File: config.mk
export PLATFORM = sky130hd
export DESIGN_NAME = conv_encoder_framer
export DESIGN_NICKNAME = d
export VERILOG_FILES = /design/src/rtl/conv_enc_pkg.sv /design/src/rtl/conv_enc_sym_gen.sv /design/src/rtl/conv_encoder_framer.sv
export SDC_FILE = /design/constraint.sdc
export NUM_CORES = 1
export LEC_CHECK = 0
export ABC_AREA = 0
export BUFFER_PORTS_ARGS = -buffer_cell sky130_fd_sc_hd__clkbuf_2
export CORE_ASPECT_RATIO = 1.1
export CORE_MARGIN = 2
export CORE_UTILIZATION = 50
export CTS_CLUSTER_SIZE = 14
export DETAILED_ROUTE_END_ITERATION = 10
export GPL_ROUTABILITY_DRIVEN = 0
export GPL_TIMING_DRIVEN = 1
export PLACE_DENSITY = 0.71
export SYNTH_ARGS = -nofsm -noshare
export SYNTH_HDL_FRONTEND = slang
export SYNTH_SLANG_ARGS = --single-unit
File: constraint.sdc
create_clock -name clk_i -period 2.66 [get_ports clk_i]
set_input_delay 0.399 -clock clk_i [delete_from_list [all_inputs] [get_ports clk_i]]
set_output_delay 0.399 -clock clk_i [all_outputs]
set_load 0.05 [all_outputs]
File: src/rtl/conv_enc_pkg.sv
// Shared definitions for the framed rate-1/2 convolutional encoder.
// The parity helper is the single definition of the generator convention
// (MSB of each generator taps the current input bit); the matching decoder
// branch-metric logic calls it as well.
package conv_enc_pkg;

    localparam int          K_DEF     = 3;
    localparam logic [2:0]  G0_DEF    = 3'b111;
    localparam logic [2:0]  G1_DEF    = 3'b101;
    localparam int          L_MAX_DEF = 4096;

    // Widest {b,sr} vector the parity helper accepts; narrower vectors are zero-extended.
    localparam int          VMAX      = 32;

    typedef enum logic [1:0] {
        IDLE  = 2'd0,
        DATA  = 2'd1,
        TAIL  = 2'd2,
        DRAIN = 2'd3
    } enc_state_t;

    // Returns {c0,c1}: parity of v under generator 0 in bit1, generator 1 in bit0.
    function automatic logic [1:0] parity2(input logic [VMAX-1:0] v,
                                           input logic [VMAX-1:0] g0,
                                           input logic [VMAX-1:0] g1);
        return {^(v & g0), ^(v & g1)};
    endfunction

endpackage

File: src/rtl/conv_enc_sym_gen.sv
// Combinational symbol generator: {b,sr} -> coded symbol and next shift register.
// sr holds the last K-1 inputs, newest at the MSB.
module conv_enc_sym_gen
    import conv_enc_pkg::*;
#(
    parameter int             K  = K_DEF,
    parameter logic [K-1:0]   G0 = G0_DEF,
    parameter logic [K-1:0]   G1 = G1_DEF
) (
    input  logic             bit_i,
    input  logic [K-2:0]     sr_i,
    output logic [1:0]       sym_o,
    output logic [K-2:0]     sr_next_o
);

    logic [K-1:0] v;

    assign v         = {bit_i, sr_i};
    assign sym_o     = parity2(VMAX'(v), VMAX'(G0), VMAX'(G1));
    // Dropping the oldest bit of v gives {b, sr[M-1:1]}, which also works for M=1.
    assign sr_next_o = v[K-1:1];

endmodule

File: src/rtl/conv_encoder_framer.sv
// Framed rate-1/2 feed-forward convolutional encoder with a registered
// valid/ready symbol output (one symbol per cycle at full throughput).
// Build option: define CONV_ENC_TAIL_EN to append K-1 zero tail bits per
// frame so the encoder always finishes in state 0; without it the TAIL
// state has no logic and a frame emits exactly frame_len symbols.
module conv_encoder_framer
    import conv_enc_pkg::*;
#(
    parameter int             K     = K_DEF,
    parameter logic [K-1:0]   G0    = G0_DEF,
    parameter logic [K-1:0]   G1    = G1_DEF,
    parameter int             L_MAX = L_MAX_DEF,
    localparam int            LW    = $clog2(L_MAX + 1),
    localparam int            M     = K - 1
) (
    input  logic             clk_i,
    input  logic             rst_i,
    input  logic             frame_start_i,
    input  logic [LW-1:0]    frame_len_i,
    input  logic             in_bit_i,
    input  logic             in_bit_valid_i,
    output logic             in_bit_ready_o,
    output logic [1:0]       tx_sym_o,
    output logic             tx_sym_valid_o,
    input  logic             tx_sym_ready_i,
    output logic             frame_busy_o,
    output logic             frame_done_o
);

    enc_state_t      state_q, state_d;
    logic [LW-1:0]   cnt_q;
    logic [M-1:0]    sr_q;
    logic [1:0]      sym_q;
    logic            sym_valid_q;
    logic            done_q;

    logic            out_free;
    logic            enc_fire;
    logic            enc_bit;
    logic            last_fire;
    logic [1:0]      sym_w;
    logic [M-1:0]    sr_next_w;

    conv_enc_sym_gen #(.K(K), .G0(G0), .G1(G1)) u_sym_gen (
        .bit_i     (enc_bit),
        .sr_i      (sr_q),
        .sym_o     (sym_w),
        .sr_next_o (sr_next_w)
    );

    // Output register can take a new symbol when empty or being drained this cycle.
    assign out_free  = !sym_valid_q || tx_sym_ready_i;
    // Last bit of the current phase is being encoded; lets the FSM move on without a bubble.
    assign last_fire = enc_fire && (cnt_q == LW'(1));

    // State register.
    always_ff @(posedge clk_i or posedge rst_i) begin
        if (rst_i) state_q <= IDLE;
        else       state_q <= state_d;
    end

    // Next-state logic; a phase ends when its count is exhausted or its last bit fires.
    always_comb begin
        state_d = state_q;
        case (state_q)
            IDLE:  if (frame_start_i) state_d = DATA;
`ifdef CONV_ENC_TAIL_EN
            DATA:  if (cnt_q == '0 || last_fire) state_d = TAIL;
            TAIL:  if (cnt_q == '0 || last_fire) state_d = DRAIN;
`else
            DATA:  if (cnt_q == '0 || last_fire) state_d = DRAIN;
`endif
            DRAIN: if (out_free) state_d = IDLE;
            default: state_d = IDLE;
        endcase
    end

    // Output/handshake decode: which bit (if any) enters the encoder this cycle.
    always_comb begin
        in_bit_ready_o = 1'b0;
        enc_fire       = 1'b0;
        enc_bit        = 1'b0;
        frame_busy_o   = (state_q != IDLE);
        case (state_q)
            DATA: begin
                in_bit_ready_o = (cnt_q != '0) && out_free;
                enc_fire       = in_bit_ready_o && in_bit_valid_i;
                enc_bit        = in_bit_i;
            end
`ifdef CONV_ENC_TAIL_EN
            TAIL: begin
                enc_fire = (cnt_q != '0) && out_free;
                enc_bit  = 1'b0;
            end
`endif
            default: ;
        endcase
    end

    // Datapath: shift register, bit counter, output symbol register and done pulse.
    always_ff @(posedge clk_i or posedge rst_i) begin
        if (rst_i) begin
            cnt_q       <= '0;
            sr_q        <= '0;
            sym_q       <= 2'b00;
            sym_valid_q <= 1'b0;
            done_q      <= 1'b0;
        end else begin
            done_q <= (state_q == DRAIN) && out_free;

            if (state_q == IDLE && frame_start_i) begin
                sr_q  <= '0;
                cnt_q <= (frame_len_i > LW'(L_MAX)) ? LW'(L_MAX) : frame_len_i;
            end else if (enc_fire) begin
                sr_q  <= sr_next_w;
                cnt_q <= cnt_q - LW'(1);
            end
`ifdef CONV_ENC_TAIL_EN
            // Reload the counter with the tail length on the DATA->TAIL step.
            if (state_q == DATA && state_d == TAIL) cnt_q <= LW'(M);
`endif

            if (enc_fire) begin
                sym_q       <= sym_w;
                sym_valid_q <= 1'b1;
            end else if (tx_sym_ready_i) begin
                sym_valid_q <= 1'b0;
            end
        end
    end

    assign tx_sym_o       = sym_q;
    assign tx_sym_valid_o = sym_valid_q;
    assign frame_done_o   = done_q;

endmodule

==> summary.md <==
| Metric | Value |
|---|---|
| Status | finished, final reports clean |
| CP Buf/Inv Count | 2 |
| Top_reg_cell synth | dfrtp_1 |
| Post-synth EDFFs | 0 |
| Yosys cell types | 46 |
| First-pass GRT wire length | 5.409 mm |
| #FFs+latches synth | 21 |
| Total Power | 1.234 mW |
| Critical setup path kind | flop to output port |
| Worst Path Max Fanout | 6 |
| Routed WL per cell | 16.33 um |
| Pre-Repair DR Iteration Count | 4 |
| Most frequent cell after synthesis | dfrtp_1 |
| DRC violations left | 0 |
| Fin crit share | 0.9251 |
| Drt total wl | 3.283 mm |
| Most Crowded Layer GR | met2 |
| H-tree levels | 1 |
| Grt met1 use | 0.3426 |
| CP endpoint kind | output port |
| CTS resizes | 0 |
| Total number of vias | 1272 |
| Die X | 53.71 um |
| Postcts setup bufs | 0 |
| Clock transition at path regs | 0.13 ns |
| Clk_skew | 0.01068 ns |
| Final hold vios | 0 |
| Post-CTS Hold Buffers | 0 |
| Global route overflow | 0 |
| Largest net degree at the start of global routing | 22 |
| Clock Path Buffers | 2 |
| Max Cap Viol | 0 |
| Area contributors post-synth | dfrtp_1, a21oi_1, a31oi_1, ha_1, or4_1 |
| Ant. Diodes | 0 |
| CTS tree | done |
| Slew headroom | 0.4637 |
| IO Count | 25 |
| Global Route Usage Sum | 0.2315 |
| Worst Path Arrival | 2.06 ns |
| M2 GR Usage | 0.3589 |
| TNS Setup | 0 ns |
| Biggest area consumer among synthesized cells | dfrtp_1 |
| Fin crit period | 2.461 ns |
| Std-Cell Rows | 19 |
| Fin. max-slew vios | 0 |
| Cell chosen for the clock root | clkbuf_4 |
| Power Density | 828.2 mW/mm^2 |
| Die Area | 0.003151 mm^2 |
| Initial antenna violation count | 0 |
| Final #Nets | 193 |
| IO buf count | 24 |
| Synth Area per Inst | 9.119 um^2 |
| Critical-path cell list | inv_1 -> ha_1 -> nor3b_1 -> nand4_1 -> and3_1 -> clkbuf_2 |
| Startpoint types | flop |
| Net count after synthesis | 171 |
| Tightest Pin Transition | 0.8035 ns |
| Hold WC Path Type | input port to async pin |
| Delay-heaviest family, CP | simple AND/OR/NAND/NOR gates |
| Leakage | 0.6298 nW |
| Placeable Area | 0.002544 mm^2 |
| Clock Sinks | 21 |
| Final ANT Viol Nets | 0 |
| Layout cell share with drive strength beyond 1 | 0.2294 |
| Worst EP required | 2.26 ns |
| Maximum vdd drop | 0.0005078 V |
| Post-synthesis async set-or-reset flop share | 1.000 |
| Number of global-route vias before repair | 1157 |
| Top cell type's share of synthesized area | 0.3867 |
| Post-synthesis sequential area ratio | 0.3867 |
| Cells after synthesis | 149 |
| Drt initial violations | 45 |
| Final setup vio count | 0 |
| Syn. warnings | 0 |
| Avg Vias per Cell | 6.328 |
| Post-synthesis cell area | 0.001359 mm^2 |
| Final HPWL DP | 2.419 mm |
| Slowest stage delay, CP | 0.47 ns |
| Maximum clock rate | 406.4 MHz |
| Starting density of the core | 0.5342 |
| Global routing usage on met3 | 0.02538 |
| Die height | 58.68 um |
| Critical-path top delay cell | dfrtp_1 |
| Commonest cells in the synthesized netlist | dfrtp_1, a21oi_1, a31oi_1, nand2_1, nor2_1 |
| Clock insertion delay at the later pin of the skew report | 0.31 ns |
| Num CTS Buffers | 3 |
| RSZ-0062 raised after global routing | no |
| Area grow syn2layout | 9.669% |
| Worst R2R Setup Slack | 0.44 ns |
==> worst register-to-register path: stages, from the launching register on <==
cell and delay [ns]:
dfrtp_1 0.47, inv_1 0.11, ha_1 0.17, nor3b_1 0.37
and4_1 0.62, o21ai_0 0.18, o21ba_1 0.21
==> where the power goes <==
part	total, mW	switching (mW)	internal, mW
logic	0.503	0.296	0.208
registers	0.570	0.133	0.437
clock network	0.161	0.104	0.0562
total	1.23	0.534	0.701
==> registers in the layout, summed over array words and instances (netlist names) <==
signal / flops
sr_q: 2
state_q: 2
tx_sym_o: 2
cnt_q: 13
tx_sym_valid_o: 1
frame_done_o: 1
==> metal layers <==
layer | share of wire | vias to the layer above
met4 | 0.011 | 0
met2 | 0.48 | 45
met1 | 0.45 | 607
met3 | 0.065 | 4
met5 | 0 | -
li1 | - | 616
==> cell usage in the layout, fill, tap and decap left out, types with 2 or more instances in the layout <==
| cell | synthesis | layout |
|---|---|---|
| and3_1 | 3 | 3 |
| a21oi_1 | 12 | 12 |
| clkbuf_2 | 0 | 24 |
| nand4_1 | 4 | 4 |
| nand3_1 | 6 | 6 |
| a31o_2 | 2 | 2 |
| nand2b_1 | 2 | 2 |
| or3_1 | 2 | 2 |
| ha_1 | 3 | 3 |
| a31oi_1 | 9 | 9 |
| nor3_1 | 4 | 4 |
| nor2_1 | 8 | 8 |
| nor3b_1 | 3 | 3 |
| nor4_2 | 2 | 2 |
| o21ai_0 | 7 | 7 |
| nand2_1 | 8 | 8 |
| or4_1 | 5 | 5 |
| buf_4 | 2 | 2 |
| inv_1 | 6 | 6 |
| mux2_2 | 2 | 2 |
| clkbuf_4 | 1 | 3 |
| nand3b_1 | 3 | 3 |
| o211ai_1 | 3 | 3 |
| dfrtp_1 | 21 | 21 |
| nor4_1 | 3 | 3 |
| o31ai_1 | 4 | 4 |
==> layout make-up <==
cell class,instances,area (um^2)
inverter,6,22.52
sequential,21,525.5
clock buffer,3,22.52
tap,31,38.79
fill,240,1054
multi-input combinational,113,740.7
clock inverter,1,5.005
timing repair buffer,26,135.1
==> final timing paths <==
kind                                          from                      end  cells past startpoint
max                           cnt_q[0]$_DFFE_PP0P_           in_bit_ready_o                      6
min reg2reg                tx_sym_o[0]$_DFFE_PP0P_  tx_sym_o[0]$_DFFE_PP0P_                      1
min                                          rst_i   state_q[0]$_DFFE_PP0P_                      2
max reg2reg                   cnt_q[0]$_DFFE_PP0P_     cnt_q[3]$_DFFE_PP0P_                      6
min in group clk_i                  frame_len_i[1]     cnt_q[1]$_DFFE_PP0P_                      3
max in group asynchronous                    rst_i     cnt_q[5]$_DFFE_PP0P_                      2
==> cell families (layout without fill, tap and decap cells) <==
kind of cell,after synthesis,count (layout),synth area share
flip-flops,21,21,0.3867
XOR/XNOR,2,2,0.01289
AND/OR/NAND/NOR,61,61,0.2763
multiplexers,2,2,0.01657
AO/OA/AOI/OAI,45,45,0.2118
buffers and inverters,15,36,0.06813
adder cells (fa/ha/maj),3,3,0.02763
==> through the flow <==
| stage | hold WS [ns] | area (um^2) | setup slack, ns | std cells | util |
|---|---|---|---|---|---|
| final | 0.1926 | 1490 | 0.1993 | 201 | 0.5858 |
| after global routing | 0.2695 | 1490 | 0.05331 | 201 | 0.5858 |
| after CTS | 0.2209 | 1490 | 0.2051 | 201 | 0.5858 |
| after detailed placement | 0.4981 | 1463 | 0.4908 | 197 | 0.5750 |
| after global placement | 0.4885 | 1463 | 0.6187 | 197 | 0.5750 |
| after floorplan | 0.3755 | 1359 | 0.6590 | 149 | - |
No activity file was read; power rests on OpenSTA's default activity.
